**src/rtl/masked_barith_operand_prep.sv**
```systemverilog
// masked_barith_operand_prep: masked operand stage feeding the masked binary add/sub unit.
//
// The two 2-share Boolean-masked operands are registered first. Masked generate
// shares come from a registered DOM AND, and masked propagate shares are formed
// from the registered operand shares. The stage then drives the adder and holds
// its outputs until the adder reports ready.
//
// Optional feature: define MASKED_PREP_REFRESH_EN to add input rnd2, which
// re-masks the propagate shares. The unmasked values are the same either way.
//
// Ports:
//   g_clk, g_resetn         clock; asynchronous active-low reset
//   flush                   synchronous abort, back to IDLE with data cleared
//   i_valid / i_ready       operand handshake (i_ready is high only in IDLE)
//   sub                     1: a-b, 0: a+b
//   a0,a1 / b0,b1           Boolean shares of a and b
//   rnd (rnd2)              fresh randomness for this transfer
//   mxor0/1, mand0/1        propagate and generate shares to the adder
//   o_sub, add_ena          registered sub select and adder enable
//   add_rdy / o_done        adder complete / one-cycle done pulse
module masked_barith_operand_prep #(
   parameter int XLEN = 32
) (
   input  logic            g_clk,
   input  logic            g_resetn,
   input  logic            flush,
   input  logic            i_valid,
   output logic            i_ready,
   input  logic            sub,
   input  logic [XLEN-1:0] a0,
   input  logic [XLEN-1:0] a1,
   input  logic [XLEN-1:0] b0,
   input  logic [XLEN-1:0] b1,
   input  logic [XLEN-1:0] rnd,
`ifdef MASKED_PREP_REFRESH_EN
   input  logic [XLEN-1:0] rnd2,
`endif
   output logic [XLEN-1:0] mxor0,
   output logic [XLEN-1:0] mxor1,
   output logic [XLEN-1:0] mand0,
   output logic [XLEN-1:0] mand1,
   output logic            o_sub,
   output logic            add_ena,
   input  logic            add_rdy,
   output logic            o_done
);
   typedef enum logic [1:0] {IDLE, CROSS, COMP, ISSUE} state_t;
   typedef struct packed {
      logic [XLEN-1:0] a0, a1, b0, b1, c0, c1, d0, d1, x0, x1, n0, n1;
      logic            sub, ena;
   } regs_t;
   state_t          state_q;
   regs_t           r_q;
   logic [XLEN-1:0] rm;
`ifdef MASKED_PREP_REFRESH_EN
   assign rm = rnd2;
`else
   assign rm = '0;
`endif
   assign i_ready = state_q == IDLE;
   assign o_done  = state_q == ISSUE && add_rdy && !flush;
   assign mxor0   = r_q.x0;
   assign mxor1   = r_q.x1;
   assign mand0   = r_q.n0;
   assign mand1   = r_q.n1;
   assign o_sub   = r_q.sub;
   assign add_ena = r_q.ena;
   // Every exit to IDLE (reset, flush, completion) clears all share registers,
   // so no later share combination can pick up values from an earlier operation.
   always_ff @(posedge g_clk or negedge g_resetn)
      if (!g_resetn) begin
         state_q <= IDLE;
         r_q     <= '0;
      end else if (flush || o_done) begin
         state_q <= IDLE;
         r_q     <= '0;
      end else
         case (state_q)
            IDLE:
               if (i_valid) begin
                  r_q.a0  <= a0;
                  r_q.a1  <= a1;
                  // Subtraction inverts b through one share only; the adder adds the +1.
                  r_q.b0  <= sub ? ~b0 : b0;
                  r_q.b1  <= b1;
                  r_q.sub <= sub;
                  state_q <= CROSS;
               end
            CROSS: begin
               // DOM cross terms are re-masked by rnd before they are registered.
               r_q.c0  <= (r_q.a0 & r_q.b1) ^ rnd;
               r_q.c1  <= (r_q.a1 & r_q.b0) ^ rnd;
               r_q.d0  <= r_q.a0 & r_q.b0;
               r_q.d1  <= r_q.a1 & r_q.b1;
               state_q <= COMP;
            end
            COMP: begin
               r_q.n0  <= r_q.d0 ^ r_q.c0;
               r_q.n1  <= r_q.d1 ^ r_q.c1;
               r_q.x0  <= r_q.a0 ^ r_q.b0 ^ rm;
               r_q.x1  <= r_q.a1 ^ r_q.b1 ^ rm;
               r_q.ena <= 1'b1;
               state_q <= ISSUE;
            end
            default: ;
         endcase
endmodule

```
**config.mk**
```make
export PLATFORM = sky130hd
export DESIGN_NAME = masked_barith_operand_prep
export DESIGN_NICKNAME = d
export VERILOG_FILES = /design/src/rtl/masked_barith_operand_prep.sv
export SDC_FILE = /design/constraint.sdc
export NUM_CORES = 1
export LEC_CHECK = 0
export BUFFER_PORTS_ARGS = -buffer_cell sky130_fd_sc_hd__buf_2
export CORE_MARGIN = 2
export CORE_UTILIZATION = 53
export DETAILED_ROUTE_END_ITERATION = 12
export GPL_TIMING_DRIVEN = 0
export PLACE_DENSITY = 0.86
export SLEW_MARGIN = 10
export SYNTH_ARGS = -nofsm -noshare
export SYNTH_HDL_FRONTEND = slang
export SYNTH_SLANG_ARGS = --single-unit
```
**constraint.sdc**
```tcl
create_clock -name g_clk -period 2.3 [get_ports g_clk]
set_input_delay 0.115 -clock g_clk [delete_from_list [all_inputs] [get_ports g_clk]]
set_output_delay 0.115 -clock g_clk [all_outputs]
set_load 0.01 [all_outputs]
```
==> impl_metrics.ini <==
[min_path]
holdPathEnd = state_q[1]$_DFFE_PN0P_
hp-class = input port to flip-flop
holdPathStages = 3
hold_start = i_valid

[critical_path]
crit_slowest_cell = buf_1
cpPeakStageDelay_ns = 0.62
reg2reg_to = r_q[276]$_DFFE_PN0P_
cp-end-kind = flip-flop
r2r_setup_slack_ns = 0.05
arrival_ns = 2.63
cp_max_fo = 10
r2r-start = state_q[1]$_DFFE_PN0P_
path_cells = inv_1, ha_1, a221oi_4, buf_1, o21ai_0
worstPathRequired_ns = 2.68
cp-start-kind = flip-flop
critPathKind = flip-flop to flip-flop
ff2ff_path_depth = 5

[logic_synthesis]
async_reset_ff_frac = 1.000
synth_ff_type = dfrtp_1
syn_inst = 1809
synth-edff-count = 0
avgSynthCellArea_sq_um = 10.27
yosysMostFrequentCell = dfrtp_1
synth_area_sq_um = 18570
yosysTopAreaCell = dfrtp_1
synth_area_leaders = dfrtp_1, mux2i_1, nand2_1
ys_ff_latch = 388
synth_cell_types = 25
yosysSeqAreaShare = 0.5228
syn-num-nets = 2043
ys_top_cells_by_count = dfrtp_1, nand2_1, nor2_1
synth_top_area_frac = 0.5228
synth_warnings = 0

[job]
cap_violations = 0

[grt]
grt_pass1_vias = 17000
grt_overflow = 0
grt_max_degree = 109
grtUsageTotal = 0.3451
grt_first_pass_wirelength_mm = 95.01
antenna_found_initial = 2

[floorplan]
die_w_um = 191.2
start_util = 0.5376
coreArea_sq_um = 34540
ios = 298
rows = 68
die-height_um = 191.2
die_area_sq_um = 36550

[timing]
skew_ns = 0.01465
fmax_mhz = 444.2
hold_viol = 0
grt_setup_unrepaired = yes
relSlewSlack = 0.5014
timing.final.ws_setup_ns = 0.04895
finalCriticalPeriod_ns = 2.251
drv_slew = 0
setup_violations = 0
period_share = 0.9787
hold_slack_ns = 0.007942
worstMarginPinSlew_ns = 0.7479

[final_layout]
final_layout_size_suffix_gt1_frac = 0.2436
final_area_sq_um = 23610
area_growth_pct = 27.15
seq_area_sq_um = 9709
diodes = 0
fin_cells = 2791
fin_nets = 2545
multi_input_area_sq_um = 7305
nFillCells = 2421

[placement]
hpwl_mm = 40.79
dpl-instance-area_sq_um = 20710
dp.cells = 2563
gp_congestion = 0.9061
preCtsSetupSlack_ns = -0.04223
port_buffers = 296

[routing]
dr.pass1.iters = 6
postRouteAntennaNets = 0
drtIter0Drc = 1618
routed-wl-met2_mm = 28.80
route.detailed.drc = 0
wl_met1_mm = 22.59
top_layer = met5
routed_wl_mm = 62.20
num_vias = 15970
routedWlPerCell_um = 22.29
viasPerCell = 5.723
wl_met3_mm = 6.634

[clock_tree]
cts-root-buf = clkbuf_16
clockBufferDepth = 3
cts_tree = built
path_clk_slew_ns = 0.06
clock_latency_ns = 0.54
clock_sinks = 388
cts_buffers = 40
htree_levels = 2
cts_setup_buffers = 0

[pwr]
power_density_nw_per_um2 = 1065
irDropWorstVdd_mv = 0.6982
p_leak_nw = 11.42
p_total_mw = 25.16

[outcome]
status = finished, final reports clean
## state kept, by name, indices dropped and copies added (netlist names)
signal and cells:
add_ena 1, mand0 32, r_q 256, mxor0 32, mand1 32, state_q 2, mxor1 32, o_sub 1
## worst max-delay path, delay by kind of cell (launching register included)
| kind | cells | cell delay [ns] |
|---|---|---|
| fa+ha+maj | 1 | 0.29 |
| flops | 1 | 0.42 |
| compound gates | 2 | 0.66 |
| buf+inv | 2 | 0.71 |
## cells by family after synthesis
group                      count (synthesis)  share of synthesized area
xor gates and xnor gates                 160                    0.07546
muxes                                    129                    0.06960
and+or+nand+nor                          491                    0.09965
AOI/OAI and AO/OA                        325                     0.1020
adders and majority gates                 68                    0.04582
buffers and inverters                    248                    0.08462
DFF                                      388                     0.5228
## power breakdown
group          internal (mW)  total, mW  switching (mW)
Combinational           3.80       9.17            5.37
Clock                   3.57       6.27            2.70
Sequential              8.41       9.71            1.30
## how the worst max path moves through the flow
stage / startpoint / slack (ns) / to
CTS: state_q[0]$_DFFE_PN0P_ / 0.06 / mand0[24]$_DFFE_PN0P_
detailed placement: state_q[1]$_DFFE_PN0P_ / -0.04 / mxor0[11]$_DFFE_PN0P_
finish: state_q[1]$_DFFE_PN0P_ / 0.05 / r_q[276]$_DFFE_PN0P_
floorplan: state_q[0]$_DFFE_PN0P_ / 0.58 / r_q[291]$_DFFE_PN0P_
global route: state_q[0]$_DFFE_PN0P_ / -0.07 / r_q[297]$_DFFE_PN0P_
global placement: g_resetn / -6.10 / mand1[7]$_DFFE_PN0P_
## cells in the final DEF (no fill, tap or decap), drive strengths merged
master,Yosys,final
buf,192,486
ha,68,68
o21ai,161,161
o31ai,32,32
xnor2,96,96
nor2,196,196
a221oi,1,1
a211oi,65,65
xor2,64,64
a21oi,66,66
mux2,1,1
mux2i,128,128
dfrtp,388,388
clkinvlp,0,1
bufinv,0,1
inv,2,4
dlygate4sd3,0,161
nor3,1,1
clkbuf,54,115
clkinv,0,7
nand2b,1,1
nor3b,1,1
nand2,292,292
## final cells by class
cell class              count  share of cell area
repair buffers            460              0.1349
plain buffers             246             0.06788
flip-flops and latches    388              0.4112
well taps                 455             0.02411
clock inverters            11            0.003815
multi-input cells        1173              0.3094
inverters                   2           0.0003179
clock buffers              56             0.04838
## through the flow
stage / TNS [ns] / util
2_1_floorplan: 0 / -
3_3_place_gp: -2350.95 / 0.5970
3_5_place_dp: -0.2061 / 0.5996
4_1_cts: 0 / 0.6822
5_1_grt: -0.1859 / 0.6835
6_report: 0 / 0.6835
## layer usage
layer | up-vias | GRT usage
met4 | 4 | 0.2201
met2 | 1103 | 0.5507
li1 | 6887 | -
met1 | 7669 | 0.4164
met5 | - | 0
met3 | 311 | 0.09088
## timing repair
item                                    CTS  global route
gates cloned                              0             0
hold buffers                            161             0
endpoints found under the setup margin   30            94
endpoints found under the hold margin   269             0
gates resized for setup                   5            36
(Power assumes the default switching activity.)
